$ cat src/rtl/bp_table_ctrl.sv
// bp_table_ctrl: sequencer/arbiter for one single-port branch-predictor
// counter SRAM.
//
// After reset or flush it runs an init sweep that writes InitValue to every
// entry. After the sweep it shares the single SRAM port between frontend
// lookups (reads) and buffered commit-side saturating-counter updates (writes).
//
// Ports
//   clk_i, rst_ni              clock, synchronous active-low reset
//   flush_i                    restart the sweep and drop queued updates
//   busy_o                     sweep in progress
//   lookup_valid_i/idx_i       read request
//   lookup_ready_o             read granted this cycle
//   lookup_rvalid_o/rdata_o    read response, one cycle after the grant
//   upd_valid_i/idx_i/taken_i/ctr_i, upd_ready_o   update request
//   mem_req_o/we_o/addr_o/wdata_o, mem_rdata_i     SRAM port
module bp_table_ctrl #(
  parameter int IndexBits = 8,
  parameter int CtrBits   = 2,
  parameter int UpdQDepth = 2,
  parameter int InitValue = 2**(CtrBits-1)-1
) (
  input  logic                 clk_i,
  input  logic                 rst_ni,
  input  logic                 flush_i,
  output logic                 busy_o,
  input  logic                 lookup_valid_i,
  input  logic [IndexBits-1:0] lookup_idx_i,
  output logic                 lookup_ready_o,
  output logic                 lookup_rvalid_o,
  output logic [CtrBits-1:0]   lookup_rdata_o,
  input  logic                 upd_valid_i,
  input  logic [IndexBits-1:0] upd_idx_i,
  input  logic                 upd_taken_i,
  input  logic [CtrBits-1:0]   upd_ctr_i,
  output logic                 upd_ready_o,
  output logic                 mem_req_o,
  output logic                 mem_we_o,
  output logic [IndexBits-1:0] mem_addr_o,
  output logic [CtrBits-1:0]   mem_wdata_o,
  input  logic [CtrBits-1:0]   mem_rdata_i
);

  localparam int PtrW = (UpdQDepth > 1) ? $clog2(UpdQDepth) : 1;
  localparam int CntW = $clog2(UpdQDepth + 1);
  localparam logic [CtrBits-1:0] InitVal = CtrBits'(InitValue);
  localparam logic [CtrBits:0]   MaxCtr  = {1'b0, {CtrBits{1'b1}}};

  typedef enum logic {INIT, RUN} state_e;

  typedef struct packed {
    logic [IndexBits-1:0] idx;
    logic [CtrBits-1:0]   ctr;
  } upd_t;

  state_e               state_q;
  logic [IndexBits-1:0] sweep_q;
  logic                 rvalid_q;
  logic [PtrW-1:0]      rd_ptr_q, wr_ptr_q;
  logic [CntW-1:0]      cnt_q;
  upd_t                 q_mem [UpdQDepth];

  logic run, full, empty, enq, deq, rd_grant;
  logic [CtrBits:0]   ctr_ext, ctr_inc, ctr_dec;
  logic [CtrBits-1:0] new_ctr;
  upd_t               head;

  function automatic logic [PtrW-1:0] ptr_inc(input logic [PtrW-1:0] p);
    return (p == PtrW'(UpdQDepth - 1)) ? '0 : p + 1'b1;
  endfunction

  assign run   = (state_q == RUN);
  assign full  = (cnt_q == CntW'(UpdQDepth));
  assign empty = (cnt_q == '0);
  assign head  = q_mem[rd_ptr_q];

  // A full queue wins over lookups so that updates can never starve.
  assign deq      = run && !empty && (full || !lookup_valid_i);
  assign rd_grant = run && !full && lookup_valid_i;
  // Updates seen during the sweep are acked but dropped: the sweep rewrites
  // the whole table anyway, and the queue is empty then, so !full holds.
  assign enq      = run && upd_valid_i && !full;

  assign busy_o         = !run;
  assign lookup_ready_o = rd_grant;
  assign upd_ready_o    = !full;

  // Saturating step computed one bit wider so neither end wraps.
  assign ctr_ext = {1'b0, upd_ctr_i};
  assign ctr_inc = ctr_ext + 1'b1;
  assign ctr_dec = ctr_ext - 1'b1;
  always_comb begin
    new_ctr = '0;
    if (upd_taken_i) new_ctr = (ctr_inc > MaxCtr) ? MaxCtr[CtrBits-1:0] : ctr_inc[CtrBits-1:0];
    else             new_ctr = ctr_dec[CtrBits] ? '0 : ctr_dec[CtrBits-1:0];
  end

  always_comb begin
    mem_req_o   = 1'b0;
    mem_we_o    = 1'b0;
    mem_addr_o  = '0;
    mem_wdata_o = '0;
    if (!run) begin
      mem_req_o   = 1'b1;
      mem_we_o    = 1'b1;
      mem_addr_o  = sweep_q;
      mem_wdata_o = InitVal;
    end else if (deq) begin
      mem_req_o   = 1'b1;
      mem_we_o    = 1'b1;
      mem_addr_o  = head.idx;
      mem_wdata_o = head.ctr;
    end else if (rd_grant) begin
      mem_req_o   = 1'b1;
      mem_addr_o  = lookup_idx_i;
    end
  end

  // The SRAM drives read data in the cycle after the request, which is the
  // cycle rvalid_q is high; the data is gated so the port idles at zero.
  assign lookup_rvalid_o = rvalid_q;
  assign lookup_rdata_o  = rvalid_q ? mem_rdata_i : '0;

  always_ff @(posedge clk_i) begin
    if (!rst_ni) begin
      state_q  <= INIT;
      sweep_q  <= '0;
      rvalid_q <= 1'b0;
      rd_ptr_q <= '0;
      wr_ptr_q <= '0;
      cnt_q    <= '0;
    end else begin
      // A read granted in the flush cycle still gets its response.
      rvalid_q <= rd_grant;
      if (flush_i) begin
        state_q  <= INIT;
        sweep_q  <= '0;
        rd_ptr_q <= '0;
        wr_ptr_q <= '0;
        cnt_q    <= '0;
      end else begin
        case (state_q)
          INIT: begin
            sweep_q <= sweep_q + 1'b1;
            if (sweep_q == {IndexBits{1'b1}}) state_q <= RUN;
          end
          default: begin
            if (enq) wr_ptr_q <= ptr_inc(wr_ptr_q);
            if (deq) rd_ptr_q <= ptr_inc(rd_ptr_q);
            if (enq && !deq)      cnt_q <= cnt_q + 1'b1;
            else if (deq && !enq) cnt_q <= cnt_q - 1'b1;
          end
        endcase
      end
    end
  end

  always_ff @(posedge clk_i) begin
    if (enq) q_mem[wr_ptr_q] <= '{idx: upd_idx_i, ctr: new_ctr};
  end

endmodule

$ cat config.mk
export PLATFORM = sky130hd
export DESIGN_NAME = bp_table_ctrl
export DESIGN_NICKNAME = d
export VERILOG_FILES = /design/src/rtl/bp_table_ctrl.sv
export SDC_FILE = /design/constraint.sdc
export NUM_CORES = 1
export LEC_CHECK = 0
export CORE_MARGIN = 2
export CORE_UTILIZATION = 45
export CTS_CLUSTER_DIAMETER = 80
export DETAILED_ROUTE_END_ITERATION = 12
export DONT_BUFFER_PORTS = 1
export GPL_TIMING_DRIVEN = 0
export SETUP_SLACK_MARGIN = 0.5
export SYNTH_ARGS = -nofsm -noshare
export SYNTH_HDL_FRONTEND = slang
export SYNTH_SLANG_ARGS = --single-unit
$ cat constraint.sdc
create_clock -name clk_i -period 3.3 [get_ports clk_i]
set_input_delay 0.495 -clock clk_i [delete_from_list [all_inputs] [get_ports clk_i]]
set_output_delay 0.495 -clock clk_i [all_outputs]
set_load 0.01 [all_outputs]
==> results.yml <==
run_status:
  outcome: "complete, no violations"
pwr:
  power.share.switching: 0.203
  p_comb_frac: 0.018
  power.density_nw_per_um2: 397
  p_total_w: 0.000689
  clockPowerShare: 0.310
  seq_power_share: 0.672
  intPower_w: 0.000550
  p_leak_nw: 0.602
  peakVddDrop_v: 0.000277
  switchingPower_w: 0.000140
global_routing:
  track_usage: 0.170
  grt_max_degree: 11
  antenna_found_initial: 0
  grt_pass1_wl_um: 5150
  busiest_layer: "met2"
  grt_util_met1: 0.188
  grt_pass1_vias: 1112
  overflow: 0
  met3_usage: 0.0687
  grtUsageMet2: 0.283
placed_design:
  routabilityCongestion: 0.791
  place_inst: 183
  postPlaceCellArea_um2: 1690
  dp_hpwl_um: 2270
  numPortBuffers: 0
timing:
  timing.final.setup_violations: 0
  relSlewSlack: 0.568
  tightestPinTransition_ns: 0.649
  period_minus_slack_ns: 2.40
  slew_viol_final: 0
  fmax_ghz: 0.417
  fin_worst_skew_ns: 0.00452
  grt_setup_unrepaired: "false"
  totalNegativeSetupSlack_ns: 0
  fin_hold_ws_ns: 0.255
  hold_violations: 0
  final.period_utilization: 0.727
die:
  initial_core_util: 0.477
  dieHeight_um: 64.1
  die-area_um2: 4110
  ios: 44
  core_um2: 3420
  rows: 21
  die_x_um: 64.1
setup_path:
  critPathMaxStageDelay_ns: 0.50
  endpoint_kind: "primary output"
  arrival_ns: 1.90
  critPathLaunchType: "flip-flop"
  crit_chain: "clkbuf_1 -> mux2_2 -> a221o_1"
  cp_max_fo: 10
  crit_slowest_cell: "clkbuf_1"
  critPathKind: "flip-flop to primary output"
  required_ns: 2.80
clocking:
  cts_tree: "yes"
  clkSinkCount: 35
  cts_root_buf: "clkbuf_4"
  clock_latency_ns: 0.33
  numCtsBuffers: 5
  path_clk_slew_ns: 0.10
  post_cts_resized: 0
  cts_max_level: 2
  postCtsSetupBuffers: 0
  ctsHoldBuffers: 0
  clockBufferDepth: 2
synth:
  ys_seq_elements: 35
  synthTopCellsByCount: "20 x edfxtp_1, 15 x dfxtp_1, 9 x nor2_1, 9 x nor2b_1"
  yosys.cell_count.top_type: "edfxtp_1"
  ys_types: 31
  yosysWarningCount: 0
  synth_flop_cell: "edfxtp_1"
  synthesis.nets: 165
  synth-edff-count: 20
  netlist.area_leader.share: 0.369
  avgSynthCellArea_um2: 11.9
  synth.area.top_cells: "edfxtp_1 37%, dfxtp_1 18%, mux2_2 5.5%"
  yosysSeqAreaShare: 0.553
  async_flop_share: 0
  syn_inst: 137
  synth_top_area_cell: "edfxtp_1"
  synth_area_um2: 1630
drt:
  drtIter0Drc: 25
  wl_per_cell_um: 16.4
  drc: 0
  vias: 1083
  firstDrtPassIters: 4
  detail-route-antenna-nets: 0
  viasPerCell: 5.67
  wirelength_um: 3130
final_layout:
  fin_nets: 172
  instances_no_fill: 191
  drive_gt1_frac: 0.145
  area_delta_synth_final_pct: 6.61
  postLayoutCellArea_um2: 1740
  num-fill-cells: 311
  num_antenna_cells: 0
run:
  max-cap-violations: 0
worst_hold_path:
  hold_path.class: "input port to flip-flop"
==> metrics by stage <==
stage | util | setup slack (ns)
after global routing | 0.508 | 0.795
after floorplan | - | 1.36
final | 0.508 | 0.900
after detailed placement | 0.493 | 1.14
after CTS | 0.508 | 0.857
after global placement | 0.493 | 1.21
==> final timing paths <==
check                from  depth (start not counted)  slack [ns]       endpoint
max             flip-flop                          3        0.90  mem_addr_o[0]
min          upd_idx_i[7]                          0        0.25    q_mem[1][9]
max reg2reg      cnt_q[0]                          8        1.14       cnt_q[1]
min reg2reg      rd_ptr_q                          2        0.49       rd_ptr_q
==> cell usage in the layout, fill, tap and decap left out, types with 4 or more instances in the layout <==
cell / Yosys / final
or3_1: 5 / 5
clkbuf_1: 3 / 5
xor2_1: 4 / 4
mux2i_1: 5 / 5
a221o_1: 8 / 8
nand2_1: 4 / 4
nand2b_1: 4 / 4
nor2b_1: 9 / 9
o21ai_0: 7 / 7
inv_1: 5 / 5
edfxtp_1: 20 / 20
mux2_2: 8 / 8
and2_1: 5 / 5
nor2_1: 9 / 9
a21oi_1: 6 / 6
dfxtp_1: 15 / 15
clkbuf_4: 0 / 5
==> layout make-up <==
cell class	instances	area, um^2	area share
flip-flops and latches	35	901	0.519
multi-input cells	90	663	0.382
well taps	46	57.6	0.0332
clock buffers	7	45.0	0.0260
plain buffers	6	41.3	0.0238
inverters	6	22.5	0.0130
clock inverters	1	5.00	0.00288
==> per-layer routing <==
metal  vias up  share of wire
li1        516              -
met4         0          0.019
met1       518           0.42
met2        45           0.47
met5         -              0
met3         4          0.088
==> registers in the layout (all words and copies together), names as in the netlist, named ones only <==
register	count
wr_ptr_q	1
run	1
cnt_q	2
sweep_q	8
q_mem	20
lookup_rvalid_o	1
rd_ptr_q	1
==> power by group through the flow <==
stage / logic (W) / clock network [W] / registers (W)
2_1_floorplan: 0.00000993 / 0 / 0.000473
3_3_place_gp: 0.0000121 / 0 / 0.000474
3_5_place_dp: 0.0000124 / 0 / 0.000474
4_1_cts: 0.0000124 / 0.000224 / 0.000464
5_1_grt: 0.0000133 / 0.000244 / 0.000464
6_report: 0.0000122 / 0.000214 / 0.000464
==> critical path: cells and delay by family, from the launching register on <==
family	cells	cell delay (ns)
compound gates	1	0.35
buf+inv	1	0.50
flops	1	0.32
mux	1	0.42
==> cell families (layout without fill, tap and decap cells) <==
logic type | Yosys count | in the layout | share of synthesized area
and+or+nand+nor | 46 | 46 | 0.174
DFF | 35 | 35 | 0.553
AOI/OAI and AO/OA | 23 | 23 | 0.0984
muxes | 13 | 13 | 0.0861
buffers and inverters | 12 | 20 | 0.0392
adders and majority gates | 4 | 4 | 0.0277
xor gates and xnor gates | 4 | 4 | 0.0215
Power figures use the tool's default switching activity.
